## config.mk

```make
export PLATFORM = sky130hd
export DESIGN_NAME = mul_share_arbiter
export DESIGN_NICKNAME = d
export VERILOG_FILES = /design/src/rtl/mul_share_arbiter.sv
export SDC_FILE = /design/constraint.sdc
export NUM_CORES = 2
export LEC_CHECK = 0
export CAP_MARGIN = 20
export CELL_PAD_IN_SITES_DETAIL_PLACEMENT = 0
export CELL_PAD_IN_SITES_GLOBAL_PLACEMENT = 1
export CORE_ASPECT_RATIO = 0.5
export CORE_MARGIN = 10
export CORE_UTILIZATION = 35
export DETAILED_ROUTE_END_ITERATION = 12
export PLACE_DENSITY = 0.6
export SLEW_MARGIN = 20
export SYNTH_ARGS = -nofsm -noshare
export SYNTH_HDL_FRONTEND = slang
export SYNTH_SLANG_ARGS = --single-unit
```

## constraint.sdc

```tcl
create_clock -name clk_i -period 26.8 [get_ports clk_i]
set_clock_uncertainty 0.1 [all_clocks]
set_input_delay 6.7 -clock clk_i [delete_from_list [all_inputs] [get_ports clk_i]]
set_output_delay 6.7 -clock clk_i [all_outputs]
set_load 0.005 [all_outputs]
```

## src/rtl/mul_share_arbiter.sv

```systemverilog
`timescale 1ns/1ps
// mul_share_arbiter
// Shares the 2-stage integer multiplier between the core MUL issue path and
// the BiSoNN requester. BiSoNN ops are granted only on cycles the core leaves
// free, unless the pending op has lost STARVE_MAX cycles in a row to the core.
// Issued ops are shadowed for the two cycles they spend inside the
// multiplier so that a flush can send them back for replay. Results land in
// a response FIFO whose space is reserved at issue time, because the
// multiplier cannot be back-pressured.
//
// Ports
//   clk_i, rst_i                 clock, asynchronous active-high reset
//   core_mul_req_i               core presents a MUL this cycle
//   core_mul_stall_o             core must hold its MUL this cycle
//   flush_i                      pipeline kill (also flushes the multiplier)
//   bis_req_*                    BiSoNN request (valid/ready, rs1, rs2, tag)
//   mul_bis_valid_o/rs1_o/rs2_o  BiSoNN side-band into the multiplier
//   mul_bis_valid_i/rd_i         BiSoNN result from the multiplier
//   bis_rsp_*                    BiSoNN response (valid/ready, data, tag)
module mul_share_arbiter #(
  parameter int TAG_W      = 4,
  parameter int RSP_DEPTH  = 4,
  parameter int STARVE_MAX = 8
) (
  input  logic             clk_i,
  input  logic             rst_i,
  input  logic             core_mul_req_i,
  output logic             core_mul_stall_o,
  input  logic             flush_i,
  input  logic             bis_req_valid_i,
  output logic             bis_req_ready_o,
  input  logic [63:0]      bis_req_rs1_i,
  input  logic [63:0]      bis_req_rs2_i,
  input  logic [TAG_W-1:0] bis_req_tag_i,
  output logic             mul_bis_valid_o,
  output logic [63:0]      mul_bis_rs1_o,
  output logic [63:0]      mul_bis_rs2_o,
  input  logic             mul_bis_valid_i,
  input  logic [63:0]      mul_bis_rd_i,
  output logic             bis_rsp_valid_o,
  input  logic             bis_rsp_ready_i,
  output logic [63:0]      bis_rsp_data_o,
  output logic [TAG_W-1:0] bis_rsp_tag_o
);

  localparam int PW = $clog2(RSP_DEPTH);
  localparam int CW = $clog2(RSP_DEPTH + 1);
  localparam int SW = $clog2(STARVE_MAX + 1);

  typedef struct packed {
    logic [63:0]      rs1;
    logic [63:0]      rs2;
    logic [TAG_W-1:0] tag;
  } op_t;

  // shadow of the multiplier pipe: s0 = issued last cycle, s1 = returning now
  logic          s0_v, s1_v;
  op_t           s0, s1;

  // replay buffer, rp0 is the oldest entry
  op_t           rp0, rp1, rp0_n, rp1_n;
  logic [1:0]    rp_cnt, rp_cnt_n;

  logic [SW-1:0] starve;

  logic [63:0]      fifo_data [RSP_DEPTH];
  logic [TAG_W-1:0] fifo_tag  [RSP_DEPTH];
  logic [PW-1:0]    wr_ptr, rd_ptr;
  logic [CW-1:0]    fifo_cnt;

  op_t  new_op, src;
  logic use_replay, pending, may_issue, starved, grant, lose_to_core;
  logic push, pop;

  assign new_op     = '{rs1: bis_req_rs1_i, rs2: bis_req_rs2_i, tag: bis_req_tag_i};
  assign use_replay = (rp_cnt != 2'd0);
  assign pending    = use_replay | bis_req_valid_i;
  assign src        = use_replay ? rp0 : new_op;

  // space for everything already in the multiplier plus the new op
  assign may_issue = (32'(fifo_cnt) + 32'(s0_v) + 32'(s1_v) + 32'd1) <= 32'(RSP_DEPTH);
  assign starved   = (starve == SW'(STARVE_MAX));

  // rst_i gating keeps every output at 0 while reset is held, even with a
  // request sitting on the input
  assign grant = !rst_i && pending && may_issue && !flush_i &&
                 (!core_mul_req_i || starved);

  // only losing to the core ages a request; credit and flush stalls do not
  assign lose_to_core = pending && may_issue && !flush_i && core_mul_req_i && !starved;

  assign mul_bis_valid_o  = grant;
  assign mul_bis_rs1_o    = grant ? src.rs1 : 64'd0;
  assign mul_bis_rs2_o    = grant ? src.rs2 : 64'd0;
  assign core_mul_stall_o = grant && core_mul_req_i;
  assign bis_req_ready_o  = grant && !use_replay;

  // a result returning in the flush cycle is as dead as the ones behind it
  assign push = mul_bis_valid_i && s1_v && !flush_i;
  assign pop  = bis_rsp_valid_o && bis_rsp_ready_i;

  assign bis_rsp_valid_o = (fifo_cnt != '0);
  assign bis_rsp_data_o  = bis_rsp_valid_o ? fifo_data[rd_ptr] : 64'd0;
  assign bis_rsp_tag_o   = bis_rsp_valid_o ? fifo_tag[rd_ptr]  : '0;

  // Flushed shadow ops go in front of whatever is still waiting to replay:
  // s1 was issued before s0, and both were issued before any remaining entry.
  // At most two ops are ever outstanding between shadow and replay buffer
  // while the buffer is non-empty, so two entries suffice.
  always_comb begin
    rp0_n    = rp0;
    rp1_n    = rp1;
    rp_cnt_n = rp_cnt;
    if (flush_i) begin
      unique case ({s1_v, s0_v})
        2'b11: begin
          rp0_n    = s1;
          rp1_n    = s0;
          rp_cnt_n = rp_cnt + 2'd2;
        end
        2'b10: begin
          rp0_n    = s1;
          rp1_n    = rp0;
          rp_cnt_n = rp_cnt + 2'd1;
        end
        2'b01: begin
          rp0_n    = s0;
          rp1_n    = rp0;
          rp_cnt_n = rp_cnt + 2'd1;
        end
        default: ;
      endcase
    end else if (grant && use_replay) begin
      rp0_n    = rp1;
      rp_cnt_n = rp_cnt - 2'd1;
    end
  end

  always_ff @(posedge clk_i or posedge rst_i) begin
    if (rst_i) begin
      s0_v     <= 1'b0;
      s1_v     <= 1'b0;
      s0       <= '0;
      s1       <= '0;
      rp0      <= '0;
      rp1      <= '0;
      rp_cnt   <= 2'd0;
      starve   <= '0;
      wr_ptr   <= '0;
      rd_ptr   <= '0;
      fifo_cnt <= '0;
    end else begin
      // killed ops drop out of the shadow, which also releases their credit
      s0_v   <= grant;
      s0     <= src;
      s1_v   <= s0_v && !flush_i;
      s1     <= s0;
      rp0    <= rp0_n;
      rp1    <= rp1_n;
      rp_cnt <= rp_cnt_n;

      if (grant)
        starve <= '0;
      else if (lose_to_core)
        starve <= starve + SW'(1);

      if (push)
        wr_ptr <= wr_ptr + PW'(1);
      if (pop)
        rd_ptr <= rd_ptr + PW'(1);
      fifo_cnt <= fifo_cnt + CW'(push) - CW'(pop);
    end
  end

  always_ff @(posedge clk_i) begin
    if (push) begin
      fifo_data[wr_ptr] <= mul_bis_rd_i;
      fifo_tag[wr_ptr]  <= s1.tag;
    end
  end

  a_no_overflow: assert property (@(posedge clk_i) disable iff (rst_i)
    !(push && !pop && fifo_cnt == CW'(RSP_DEPTH)));

  a_replay_fits: assert property (@(posedge clk_i) disable iff (rst_i)
    !(flush_i && (32'(rp_cnt) + 32'(s0_v) + 32'(s1_v)) > 32'd2));

endmodule

```

==> results by group <==
Die
  – Top Ports: 403
  – Std-Cell Rows: 79
  – Core Box Area: 0.0933 mm^2
  – Chip Height: around 240 um
  – Initial Util: 0.354
  – Die ar.: 0.108 mm^2
  – Die extent in x: around 450 um

Yosys
  – Warnings from Yosys: 0
  – Compound-gate portion of the synthesized area: 0.0646
  – Top post-synthesis cells by area: dfrtp_1 41%, edfxtp_1 25%, mux2i_1 8.0%
  – Mux contribution to synthesized area: 0.172
  – Syn Nets: roughly 2500
  – Simple-gate share of the synthesized area: 0.0729
  – Post-synth EDFFs: about 270
  – Asr flop ratio synth: 0.666
  – Yosys top cell area share: 0.411
  – Adder-Cell Fraction of Synth Area: 0.00689
  – Mapped Cells: 2254
  – Synth cell types: 43
  – Largest family of logic cells by synthesized area: multiplexers
  – Dominant synthesized flop cell: dfrtp_1
  – Yosys top cell by area: dfrtp_1
  – Sequential fraction of the synthesis area: 0.659
  – Area share of xor/xnor cells in the synthesized design: 0.00212
  – Top-count cell post-synth: dfrtp_1
  – Synthesized flop and latch total: about 820
  – Synth Cell Area: ~0.033 mm^2
  – Top post-synthesis cells by count: 543 x dfrtp_1, 272 x edfxtp_1, 264 x mux2i_1
  – Mean post-synth cell area: between 10 and 15 um^2

GRT
  – Antenna violations before repair: 10
  – GRT Resource Usage Total: 0.152
  – Vias in the first global route: around 21000
  – First-pass GRT wire length: 129 mm
  – Largest net degree at the start of global routing: about 130
  – GRT overflow: 0

Power and ir drop
  – Max VDD drop: 0.0000446 V
  – Psw: between 1 and 1.5 mW
  – Combinational share of power: 0.298
  – Reg power frac: 0.440
  – PwrDens: between 100 and 150 mW/mm^2
  – Net Sw Frac: 0.307
  – P_int: about 3 mW
  – Clock power frac: 0.262
  – Pleak: between 15 and 20 nW

Route
  – Starting DRC count in detailed routing: around 1100
  – Drt via density: ~4.9
  – Routed len/inst: ~21 um
  – Detailed-route via count: approximately 19000
  – Final ANT Viol Nets: 0
  – Drt first pass iters: 5
  – Routed WL: about 84 mm
  – DRC: 0

Final layout
  – Final net count: 2831
  – # fillers: 8459
  – Synth-to-Final Area Change: 23.9%
  – Share of layout cells above drive strength 1: 0.139
  – Design area: 0.0409 mm^2
  – Layout Cells excl Fill: ~3900

Placed design
  – I/O Buffers: roughly 400
  – Post-DP HPWL: between 40 and 50 mm
  – Area of placed instances: 0.0383 mm^2
  – Placement Setup Slack: ~10000 ps
  – Placed Instances: around 3800
  – Final Wtd Congestion: 0.707

Clock network
  – Clock Latency Late Sink: between 600 and 700 ps
  – Total CTS buffers: between 70 and 80
  – CTS Hold Bufs: 0
  – CTS sink count: around 820
  – Clock-pin slew on the worst setup and hold paths: 70 ps
  – Post_cts resized: 0
  – CTS tree: done
  – H-tree levels: 3
  – Maximum clock insertion buffer count: 3
  – Root Driver: clkbuf_16
  – Post-CTS Setup Bufs: 0

Timing
  – Part of the cycle the worst path needs: 0.607
  – Fin. Hold Viols: 0
  – Worst slew margin: 0.290
  – Worst hold margin: between 200 and 300 ps
  – Max Fclk: around 60 MHz
  – RSZ-0062 raised after global routing: no
  – Setup Viol. Count Final: 0
  – Final setup margin: 10520 ps
  – Slew @ Worst Pin: around 1100 ps
  – Fin crit period: about 16000 ps
  – Fin. max-slew vios: 0
  – Setup TNS: 0 ps

Min path
  – WHS Path Cells: 0
  – Hold Crit Class: flip-flop to flip-flop
  – HP Start: s0[74]
  – Worst Hold Endpoint: s1[74]

Setup path
  – Critical setup path kind: primary input to primary output
  – Crit path max fanout: 83
  – R2R Path Start: s0_v
  – Worst reg-to-reg setup slack: ~23000 ps
  – WP data required: 20000 ps
  – Critical Path Start Type: primary input
  – R2r worst-path depth: 11
  – FF-to-FF End: rp0[37]
  – WP data arrival: approximately 9500 ps
  – Crit end category: primary output

Job
  – Max Cap Viol: 0

Outcome
  – Outcome: finished clean
[registers in the layout, indices dropped and copies added, names as in the netlist]
signal and flops:
fifo_data 256, rp0 132, rp1 132, s0 132, s1 132, fifo_tag 16, starve 4, fifo_cnt 3
rd_ptr 2, rp_cnt 2, wr_ptr 2, s0_v 1, s1_v 1
[stage by stage]
| stage | util | power (mW) |
|---|---|---|
| 4_1_cts | 0.438 | 4.43 |
| 2_1_floorplan | - | 2.73 |
| 3_5_place_dp | 0.410 | 3.27 |
| 5_1_grt | 0.439 | 4.63 |
| 3_3_place_gp | 0.410 | 3.26 |
| 6_report | 0.439 | 4.35 |
[layer usage]
metal,part of all wire,track usage
met1,0.44,0.194
met2,0.51,0.265
met3,0.036,0.0320
met4,0.019,0.0369
met5,0.00072,0
[logic make-up (layout without fill, tap and decap cells)]
group | Yosys count | after routing
mux | 465 | 465
flops | 815 | 815
other cells | 0 | 7
compound gates | 284 | 284
xor+xnor | 8 | 8
fa+ha+maj | 17 | 17
buf+inv | 177 | 597
simple gates | 488 | 488
[cells in the final DEF, fill, tap and decap left out, drive strengths merged, types with 8 or more instances in the layout]
master,netlist,routed
bufinv,0,8
ha,15,15
nand2,136,136
mux2i,264,264
clkbuf,107,103
edfxtp,272,272
mux2,133,133
o21ai,136,136
clkdlybuf4s50,0,402
and2,204,204
a221o,133,133
inv,20,24
nor2,135,135
dfrtp,543,543
mux4,68,68
buf,50,31
clkinv,0,27
[worst max-delay path: stages]
cell	delay, ps
clkdlybuf4s50_1	640
inv_1	230
o21ai_0	310
nor4_4	250
buf_4	520
and2_1	230
clkdlybuf4s50_1	510
[layout make-up]
class	count	area, um^2	area share
inverters	20	82.6	0.00202
flip-flops and latches	815	21800	0.532
well taps	1255	1570	0.0384
multi-input cells	1262	10600	0.259
diodes	7	17.5	0.000428
clock buffers	103	2170	0.0530
clock inverters	41	434	0.0106
repair buffers	433	4300	0.105
[worst max path at each step]
stage | start | endpoint | depth (start not counted) | slack (ps)
global route | flush_i | mul_bis_rs2_o[0] | 7 | 10240
global placement | flush_i | mul_bis_rs2_o[24] | 7 | 10630
detailed placement | flush_i | mul_bis_rs2_o[0] | 7 | 10490
finish | flush_i | mul_bis_rs2_o[0] | 7 | 10520
floorplan | rst_i | fifo_cnt[0] | 1 | 4800
CTS | flush_i | mul_bis_rs2_o[0] | 7 | 10470
[power groups by stage]
stage	clock, mW	combinational, mW	sequential, mW
3_3_place_gp	0	1.33	1.93
5_1_grt	1.23	1.44	1.97
2_1_floorplan	0	0.889	1.85
6_report	1.14	1.30	1.92
3_5_place_dp	0	1.34	1.94
4_1_cts	1.18	1.34	1.92
Power figures use the tool's default switching activity.
